$ cat src/rtl/uart_tx_arbiter.sv
// Round-robin, packet-locked sharing of the single UART TX FIFO write port.
// Optional stall timeout with forced release is enabled by defining ARB_TIMEOUT_EN.
module uart_tx_arbiter #(
  parameter int N_REQ          = 3,
  parameter int TIMEOUT_CYCLES = 1024
) (
  input  logic               clk,
  input  logic               rst,
  input  logic [N_REQ-1:0]   req_valid,
  input  logic [8*N_REQ-1:0] req_data,
  input  logic [N_REQ-1:0]   req_last,
  output logic [N_REQ-1:0]   req_ready,
  input  logic               fifo_full,
  output logic               fifo_wrreq,
  output logic [7:0]         fifo_data,
  output logic [2:0]         grant_id,
  output logic               busy,
  output logic               timeout_err
);

  typedef enum logic {IDLE, LOCK} state_t;

  state_t             state, state_nxt;
  logic [2:0]         rr_ptr, rr_ptr_nxt, grant_nxt, scan_g, ptr_after;
  logic [3:0]         scan_sum;
  logic [N_REQ-1:0]   req_rot;
  logic               scan_hit, g_valid, g_last, xfer;
  logic [7:0]         g_data;

  // Bit k of req_rot is requester (rr_ptr + k) mod N_REQ, so the scan starts at rr_ptr.
  assign req_rot = N_REQ'({req_valid, req_valid} >> rr_ptr);

  always_comb begin
    scan_hit = 1'b0;
    scan_sum = '0;
    for (int k = 0; k < N_REQ; k++) begin
      if (!scan_hit && req_rot[k]) begin
        scan_hit = 1'b1;
        scan_sum = {1'b0, rr_ptr} + 4'(k);
      end
    end
    if (scan_sum >= 4'(N_REQ)) scan_sum = scan_sum - 4'(N_REQ);
  end
  assign scan_g = scan_sum[2:0];

  always_comb begin
    g_valid = 1'b0;
    g_last  = 1'b0;
    g_data  = '0;
    for (int i = 0; i < N_REQ; i++) begin
      if (grant_id == 3'(i)) begin
        g_valid = req_valid[i];
        g_last  = req_last[i];
        g_data  = req_data[8*i +: 8];
      end
    end
  end

  assign busy       = (state == LOCK);
  assign xfer       = busy & g_valid & ~fifo_full & ~rst;
  assign fifo_wrreq = xfer;
  assign fifo_data  = xfer ? g_data : 8'h00;
  assign ptr_after  = (grant_id == 3'(N_REQ-1)) ? 3'd0 : grant_id + 3'd1;

  for (genvar i = 0; i < N_REQ; i++) begin : g_ready
    assign req_ready[i] = xfer && (grant_id == 3'(i));
  end

`ifdef ARB_TIMEOUT_EN
  localparam int            SW         = $clog2(TIMEOUT_CYCLES+1);
  localparam logic [SW-1:0] STALL_LAST = SW'(TIMEOUT_CYCLES-1);

  logic [SW-1:0] stall_cnt, stall_nxt;
  logic          to_nxt, stalled;

  // A full FIFO is not the grantee's fault, so it never advances the counter.
  assign stalled = busy & ~g_valid & ~fifo_full;
`endif

  always_comb begin
    state_nxt  = state;
    rr_ptr_nxt = rr_ptr;
    grant_nxt  = grant_id;
`ifdef ARB_TIMEOUT_EN
    stall_nxt  = stall_cnt;
    to_nxt     = 1'b0;
`endif
    case (state)
      IDLE: begin
        if (scan_hit) begin
          state_nxt = LOCK;
          grant_nxt = scan_g;
`ifdef ARB_TIMEOUT_EN
          stall_nxt = '0;
`endif
        end
      end
      LOCK: begin
        if (xfer && g_last) begin
          state_nxt  = IDLE;
          rr_ptr_nxt = ptr_after;
        end
`ifdef ARB_TIMEOUT_EN
        if (xfer) begin
          stall_nxt = '0;
        end else if (stalled) begin
          if (stall_cnt == STALL_LAST) begin
            state_nxt  = IDLE;
            rr_ptr_nxt = ptr_after;
            to_nxt     = 1'b1;
            stall_nxt  = '0;
          end else begin
            stall_nxt = stall_cnt + SW'(1);
          end
        end
`endif
      end
      default: state_nxt = IDLE;
    endcase
  end

  always_ff @(posedge clk or posedge rst) begin
    if (rst) begin
      state    <= IDLE;
      rr_ptr   <= '0;
      grant_id <= '0;
    end else begin
      state    <= state_nxt;
      rr_ptr   <= rr_ptr_nxt;
      grant_id <= grant_nxt;
    end
  end

`ifdef ARB_TIMEOUT_EN
  always_ff @(posedge clk or posedge rst) begin
    if (rst) begin
      stall_cnt   <= '0;
      timeout_err <= 1'b0;
    end else begin
      stall_cnt   <= stall_nxt;
      timeout_err <= to_nxt;
    end
  end
`else
  assign timeout_err = 1'b0;
`endif

endmodule

$ cat config.mk
export PLATFORM = sky130hd
export DESIGN_NAME = uart_tx_arbiter
export DESIGN_NICKNAME = d
export VERILOG_FILES = /design/src/rtl/uart_tx_arbiter.sv
export SDC_FILE = /design/constraint.sdc
export NUM_CORES = 1
export LEC_CHECK = 0
export BUFFER_PORTS_ARGS = -buffer_cell sky130_fd_sc_hd__buf_2
export CAP_MARGIN = 20
export CORE_MARGIN = 1.5
export CORE_UTILIZATION = 46
export CTS_BUF_LIST = sky130_fd_sc_hd__clkbuf_16
export CTS_CLUSTER_DIAMETER = 40
export DETAILED_ROUTE_END_ITERATION = 12
export PLACE_DENSITY = 0.79
export REMOVE_ABC_BUFFERS = 1
export SYNTH_ARGS = -nofsm -noshare
export SYNTH_HDL_FRONTEND = slang
export SYNTH_SLANG_ARGS = --single-unit
$ cat constraint.sdc
create_clock -name clk -period 3.3 [get_ports clk]
set_input_delay 0.33 -clock clk [delete_from_list [all_inputs] [get_ports clk]]
set_output_delay 0.33 -clock clk [all_outputs]
set_load 0.005 [all_outputs]
# --- Yosys cells after proc, flatten, opt, wreduce, memory -nomap -nowiden ---
# Cells that the tools add are included.
word_totals:
  ff_bits: 7
  latchBits: 0
  ram_bits: 0
  mem_bits_ro: 0
  in_bits: 33
  out_inout_bits: 17
  elab_cells: 49
  mem_count: 0
op_classes:
  add_sub_neg: 4
  multipliers: 0
  div: 0
  magnitude_cmp: 1
  n_eq_ne: 2
  n_shift: 1
  muxes: 21
  bitwise: 6
  reduce_logical: 11
ops:
  columns: ["op", "count"]
  rows:
  - ["8-bit two-way mux", 4]
  - ["1-bit two-way mux", 11]
  - ["3-bit two-way mux", 3]
  - ["4-bit two-way mux", 2]
  - ["1-bit logical AND", 6]
  - ["6-bit by 3-bit right shift with 3-bit output", 1]
  - ["3-bit by 1-bit adder with 4-bit output, second input constant", 1]
  - ["3-bit by 2-bit adder with 4-bit output, second input constant", 1]
  - ["4-bit by 2-bit greater-or-equal comparator with 1-bit output, second input constant", 1]
  - ["2-bit AND reduction", 2]
  - ["3-bit by 1-bit adder with 3-bit output, second input constant", 1]
  - ["1-bit AND", 3]
  - ["3-bit by 1-bit equality test with 1-bit output, second input constant", 1]
  - ["3-bit by 2-bit equality test with 1-bit output, second input constant", 1]
  - ["3-bit zero test", 1]
  - ["1-bit inverter", 3]
  - ["3-bit by 2-bit subtractor with 3-bit output, second input constant", 1]
  - ["1-bit zero test", 2]
  - ["1-bit case mux with 2 select lines", 1]

# --- Depth between registers and ports, before layout ---
# Gate-level depths: netlist of run 1.
depth:
  word_depth: 10
  ltp_mapped: 10
  ltp_nobuf: 9

# --- Worst setup path after synthesis of run 1 ---
# No wires, ideal clock.
synth_timing:
  kind: "register to register"
  startpoint: "register rr_ptr[0]"
  endpoint: "register grant_id[1]"
  setup_time_ns: 0.125
  t_arrival_ns: 2.386
  required_time_ns: 3.175
  path_slack_ns: 0.789
  path_stages_with_launch: 10
  path_buffers: 0
  period_less_slack_ns: 2.511
  cell_sequence: "dfrtp_1 and3b_2 a21o_1 o2111a_1 o31a_1 ha_1 a31oi_1 o2111ai_2 mux2_4 mux2_4"
synth_via:
  elab_chain_len: 10
  word_cells_on_any_way: 17
  cone_classes: "add/sub: 3; order compare: 1; shift: 1; mux: 7; reduce/logical: 5"
synth_lines:
  columns: ["item", "line", "text"]
  rows:
  - ["start, declared", "24", "logic [2:0] rr_ptr, rr_ptr_nxt, grant_nxt, scan_g, ptr_after;"]
  - ["start signal, assigned", "129", "rr_ptr <= rr_ptr_nxt;"]
  - ["6-bit by 3-bit right shift with 3-bit output", "31", "assign req_rot = N_REQ'({req_valid, req_valid} >> rr_ptr);"]
  - ["1-bit two-way mux", "37", "if (!scan_hit && req_rot[k]) begin"]
  - ["1-bit zero test", "37", null]
  - ["1-bit logical AND", "37", null]
  - ["1-bit two-way mux", "37", null]
  - ["1-bit zero test", "37", null]
  - ["1-bit logical AND", "37", null]
  - ["4-bit two-way mux", "37", null]
  - ["4-bit by 2-bit greater-or-equal comparator with 1-bit output / 3-bit by 2-bit subtractor with 3-bit output (equally long branches)", "42", "if (scan_sum >= 4'(N_REQ)) scan_sum = scan_sum - 4'(N_REQ);"]
  - ["3-bit two-way mux", "42", null]
  - ["end signal, assigned", "130", "grant_id <= grant_nxt;"]
  - ["end, declared", "16", "output logic [2:0] grant_id,"]
# Several ways; a longest one is shown, not always the timed one.
# A chain may end at the register's enable or synchronous reset.

# --- Worst setup path after layout of run 1 ---
layout_timing:
  startpoint: "register rr_ptr[1]"
  endpoint: "register grant_id[1]"
# The elaborated chain is that of the path after synthesis.

==> metrics, run 1 <==
CP Launch Type flop; setup TNS 0 ps; dpl cells 209; CTS tree done; Top FF cell, synth dfrtp_1; fin nets 222; boundary pin count 50; Critical Path Sink Type flop; Syn Inst Count 144; Final ANT Viol Nets 0; Post-synth EDFFs 0; Crit path required time 3410 ps; asr flop ratio synth 100%; Initial Util 48.0%; fin crit share 86.9%; most common cell after layout, fill and taps aside buf_2; Peak VDD IR 0.486 mV; filler cell count 194; status completed; Clock Skew 0.103 ps; Total Routing Usage GR 23.5%; Critical Path AT 2980 ps; Final Hold Fails 0; starting DRC count in detailed routing 31; GPL Wtd Cong 0.914; FF/Latch Area 175 um^2; Cell Area, Synth 1050 um^2; P per Cell Area 727 nW/um^2; Min-Delay Path Class primary input to async pin; met1 wire length 1240 um; grt ovf 0; DR vias 1,170; H-tree Lvls 1; met2 wire len 1360 um; row count 17; Clock Sinks 7; number of max-cap violations 0; post-CTS sizing 0; Ant. Diodes 0; total CTS buffers 3; WL met3 161 um; wire per inst 12.9 um; Final Instance Count excl. Fillers 213; CTS Root Cell clkbuf_16; synthesized area per cell 7.30 um^2; P_leak 0.709 nW; vias in the first global route 1,092; worst-margin pin slew 705 ps; post-detail-place hpwl 2020 um; initial antenna violation count 0; Max Clk Rate 349 MHz; post-synth cell types 43; DRT Wirelength 2750 um; first-pass GRT wire length 4770 um; sequential fraction of the synthesis area 16.7%; drt via density 5.49; number of synthesized register bits 7; RSZ-0062 raised after global routing no; DR top layer met3; DR pass1 iterations 4; crit path max fanout 18; Worst-path clk slew 40 ps; area of the multi-input gates 777 um^2; CTS max path bufs 2; worst rel slew slack 53.0%; Crit Path Category flop to flop; layout cells sized above 1 32.4%; worst-skew pair later-pin latency 230 ps; final period demand of the worst path 2870 ps; Die Wd 50.8 um; Die ar. 2580 um^2; drt drc 0; die height 50.8 um; Buffers on Ports 48; total setup buffers inserted after CTS 0; most frequent cells in the layout buf_2 (48), nor2_1 (25), a21oi_1 (17); endpoints failing setup 0; max-slew violations 0; Layout area overhead 28.2%; core area 2190 um^2; Post-CTS Hold Buffers 0; synth warn 0; largest net degree at the start of global routing 19
## per-layer routing
| layer | vias to the layer above | track usage [%] |
|---|---|---|
| li1 | 593 | - |
| met1 | 525 | 30.5 |
| met2 | 52 | 40.8 |
| met3 | 0 | 4.17 |
| met4 | 0 | 4.50 |
| met5 | - | 0 |
## metrics by stage
step / utilization, % / instance area [um^2] / hold slack (ps) / worst slack, ps / power, mW
floorplan: - / 986 / 133 / 667 / 0.599
global placement: 57.9 / 1270 / 283 / 582 / 0.740
detailed placement: 57.9 / 1270 / 277 / 461 / 0.766
CTS: 61.5 / 1350 / 42.8 / 446 / 0.979
global route: 61.5 / 1350 / 57.8 / 221 / 1.07
finish: 61.5 / 1350 / 36.7 / 433 / 0.979
## path summary, 6_finish.rpt
kind,from,end,slack (ps),cells after the start
setup / recovery,rr_ptr[1],grant_id[1],430,9
hold / removal,rst,busy,40,2
setup reg to reg,rr_ptr[1],grant_id[1],430,9
hold reg to reg,busy,busy,570,1
max in group asynchronous,rst,grant_id[1],3050,2
min in group clk,busy,busy,570,1
## layout make-up
type	count	share of cell area, %
inverter	9	2.51
clock buffer	3	5.57
multi-input combinational	116	57.7
tap	28	2.60
timing repair buffer	49	18.4
sequential	7	13.0
clock inverter	1	0.279
## synth_stat cells, types with 3 or more instances
cell type / count / share of area [%]
mux2_2: 3 / 3.2
a21oi_1: 17 / 8.1
nand2b_1: 3 / 1.8
inv_1: 9 / 3.2
dfrtp_1: 7 / 17
ha_1: 3 / 3.6
clkbuf_1: 5 / 1.8
nor3_1: 3 / 1.4
nor2_1: 25 / 8.9
buf_2: 4 / 1.9
nor2b_1: 5 / 3.0
o22ai_1: 3 / 1.8
mux2i_1: 11 / 10
nand2_1: 7 / 2.5
and2_1: 3 / 1.8
a21o_1: 3 / 2.1
## power breakdown
group / switching (mW) / internal [mW] / leakage (nW) / total (mW)
clock network: 0.0489 / 0.158 / 0.0423 / 0.207
registers: 0.133 / 0.116 / 0.0856 / 0.250
logic: 0.238 / 0.285 / 0.581 / 0.523
total: 0.420 / 0.559 / 0.709 / 0.979
## registers in the layout, summed over array words and instances (netlist names)
signal,cells
grant_id,3
rr_ptr,3
busy,1
## critical path: stages (launching register included)
cell and delay (ps):
dfrtp_1 670, and4bb_1 260, a32oi_1 250, nand2_1 90, o31a_1 330, ha_1 230
a31oi_1 170, o2111ai_2 160, mux2_4 330, mux2_4 250
## cell families (layout without fill, tap and decap cells)
| kind of cell | Yosys count | after routing | synth area share (%) |
|---|---|---|---|
| other | 1 | 1 | 0.357 |
| buffers and inverters | 21 | 62 | 9.40 |
| XOR/XNOR | 1 | 1 | 0.833 |
| flip-flops | 7 | 7 | 16.7 |
| multiplexers | 16 | 16 | 16.5 |
| AO/OA/AOI/OAI | 37 | 37 | 23.2 |
| adder cells (fa/ha/maj) | 4 | 4 | 4.52 |
| AND/OR/NAND/NOR | 57 | 57 | 28.5 |
No activity file was read; power rests on OpenSTA's default activity.
==> run 2, diff against run 1 <==
--- a/config.mk
+++ b/config.mk
@@ -5,13 +5,15 @@
 export SDC_FILE = /design/constraint.sdc
 export NUM_CORES = 1
 export LEC_CHECK = 0
+export ABC_AREA = 1
 export BUFFER_PORTS_ARGS = -buffer_cell sky130_fd_sc_hd__buf_2
 export CAP_MARGIN = 20
 export CORE_MARGIN = 1.5
-export CORE_UTILIZATION = 46
+export CORE_UTILIZATION = 44
 export CTS_BUF_LIST = sky130_fd_sc_hd__clkbuf_16
 export CTS_CLUSTER_DIAMETER = 40
 export DETAILED_ROUTE_END_ITERATION = 12
+export GPL_ROUTABILITY_DRIVEN = 0
 export PLACE_DENSITY = 0.79
 export REMOVE_ABC_BUFFERS = 1
 export SYNTH_ARGS = -nofsm -noshare
==> run 2 against run 1 <==
  * Area after synthesis down 13%
  * Hold slack worse by 6.0 ps
  * Setup slack better by 480 ps
  * Core utilization up 2.8 points
  * Critical endpoint is now req_ready[1]
  * Largest cell class unchanged
==> metrics, run 2 <==
total power 1.17 mW (+19%); largest family of logic cells by synthesized area simple AND/OR/NAND/NOR gates; Critical Path Sink Type primary output; list of most frequent post-synthesis cells nand2_1 (46), nand3_1 (23), inv_1 (13); layout cells sized above 1 39.0% (+6.5 points); Yosys top cell area share 19.1% (+2.4 points); DR pass1 iterations 4 (unchanged); Syn Inst Count 146 (+1.4%); sequential fraction of the synthesis area 19.1% (+2.4 points); area of the multi-input gates 654 um^2 (-16%); fin crit share 72.5% (-14 points); combinational power share 66.0% (+13 points); post-synthesis mux area share 0% (-17 points); DP Area 1180 um^2 (-6.8%); filler cell count 208 (+7.2%); most common cell in the netlist nand2_1; core area 1960 um^2 (-10%); Final ANT Viol Nets 0 (unchanged); final period demand of the worst path 2390 ps (-476 ps); largest net degree at the start of global routing 15 (-4); met2 wire len 1370 um (+1.3%); Buffers on Ports 48 (unchanged); met1 wire length 1030 um (-17%); Post-synth EDFFs 0 (unchanged); drt via density 5.09 (-7.3%); H-tree Lvls 1 (unchanged); worst-skew pair later-pin latency 230 ps (about the same); grt ovf 0 (unchanged); R2R cell count 17 (+8); Post-Synth Adder-Cell Area 4.09% (-0.43 points); most frequent cells in the layout buf_2 (48), nand2_1 (46), nand3_1 (23); Psw 0.600 mW (+43%); ranking of synthesized cells by area dfrtp_1 (19%), nand2_1 (19%), nand3_1 (13%); most common cell after layout, fill and taps aside buf_2; Critical Path AT 2060 ps (-920 ps); FF/Latch Area 175 um^2 (unchanged); CTS tree done; fin nets 232 (+4.5%); number of synthesized register bits 7 (unchanged); total setup buffers inserted after CTS 0 (unchanged); post-CTS sizing 0 (unchanged); die height 48.7 um (-4.2%); wire per inst 11.4 um (-12%); CTS max path bufs 2 (unchanged); max-slew violations 0 (unchanged); Die Wd 48.7 um (-4.2%); Die ar. 2370 um^2 (-8.3%); synth warn 0 (unchanged); CP Launch Type flop; Initial Util 46.7% (-1.2 points); Synth Area in Simple Gates 51.8% (+23 points); Final Hold Fails 0 (unchanged); Layout area overhead 37.5%; initial antenna violation count 0 (unchanged); crit path max fanout 14 (-4); DRT Wirelength 2530 um (-8.2%); post-detail-place hpwl 2060 um (+1.7%); WL met3 95 um (-41%); P per Cell Area 924 nW/um^2 (+27%); Ant. Diodes 0 (unchanged); asr flop ratio synth 100% (unchanged); clock share of power 17.5% (-3.6 points); Peak VDD IR 0.521 mV (+7.2%); post-synth top area cell dfrtp_1; synthesized area per cell 6.28 um^2 (-14%); Total Routing Usage GR 24.0% (+0.52 points); Clock Skew 2.03 ps (+1.93 ps); starting DRC count in detailed routing 7 (-77%); Max Clk Rate 418 MHz (+20%); post-synth cell types 30 (-30%); Cell Area, Synth 917 um^2 (-13%); share of power burned in registers 16.5% (-9.0 points); Post-CTS Hold Buffers 0 (unchanged); Crit path required time 2970 ps (-440 ps); endpoints failing setup 0 (unchanged); Min-Delay Path Class primary input to async pin; Top FF cell, synth dfrtp_1; Internal Power 0.565 mW (+1.1%); drt drc 0 (unchanged); status completed; Clock Sinks 7 (unchanged); DR vias 1,130 (-3.4%); vias in the first global route 1,110 (+1.6%); setup TNS 0 ps (unchanged); Final Cell Area 1260 um^2 (-6.4%); DR top layer met4; Crit Path Category flop to primary output; Synth Area in Compound Gates 14.1% (-9.2 points); row count 16 (-1); RSZ-0062 raised after global routing no; total CTS buffers 3 (unchanged); P_leak 0.714 nW (+0.68%); CTS Root Cell clkbuf_16; Switching Fraction 51.5% (+8.6 points); boundary pin count 50 (unchanged); first-pass GRT wire length 4580 um (-3.9%); number of max-cap violations 0 (unchanged); Worst-path clk slew 40 ps (about the same); xor-xnor portion of the synthesized cell area 0.955% (+0.12 points)
## run 2: per-stage QoR
| step | utilization, % | hold WS [ps] | cells | worst slack (ps) |
|---|---|---|---|---|
| after floorplan | - | 141 | 141 | 1170 |
| after global placement | 60.3 | 272 | 218 | 1200 |
| after detailed placement | 60.3 | 281 | 218 | 1150 |
| after CTS | 64.3 | 33.6 | 222 | 890 |
| after global routing | 64.3 | 41.5 | 222 | 731 |
| final | 64.3 | 30.7 | 222 | 909 |
## run 2: logic make-up after synthesis
| kind of cell | Yosys count |
|---|---|
| fa+ha+maj | 3 |
| simple gates | 93 |
| buf+inv | 22 |
| other cells | 1 |
| xor+xnor | 1 |
| flops | 7 |
| compound gates | 19 |
## run 2: path summary, 6_finish.rpt
check | startpoint | end | slack, ps
min in group clk | busy | busy | 570
setup reg to reg | rr_ptr[0] | grant_id[1] | 1140
hold / removal | rst | busy | 30
setup / recovery | grant_id[0] | req_ready[1] | 910
max in group asynchronous | rst | rr_ptr[2] | 3040
hold reg to reg | busy | busy | 570
## run 2: worst max-delay path, cell delays in order, from the launching register on
cell     delay, ps
dfrtp_1        630
inv_1          180
nand3_1        140
nor2_1          50
nor3_1         170
o21ai_0        120
buf_4          190
nor4_1         170
buf_2          160
## run 2: area by class of cell
cell class | count | area share (%)
multi-input combinational | 117 | 51.9
sequential | 7 | 13.9
clock buffer | 3 | 5.95
timing repair buffer | 50 | 20.2
tap | 27 | 2.68
inverter | 17 | 5.06
clock inverter | 1 | 0.298
## run 2: routing by layer
metal / GRT usage [%] / vias up
met1: 26.4 / 520
met2: 45.0 / 23
li1: - / 584
met5: 0 / -
met4: 8.10 / 0
met3: 5.25 / 3
## run 2: power by group through the flow
stage	Combinational (mW)	Clock (mW)	Sequential, mW
floorplan	0.581	0	0.178
global placement	0.744	0	0.190
detailed placement	0.770	0	0.194
CTS	0.775	0.207	0.192
global route	0.888	0.214	0.203
finish	0.769	0.204	0.192
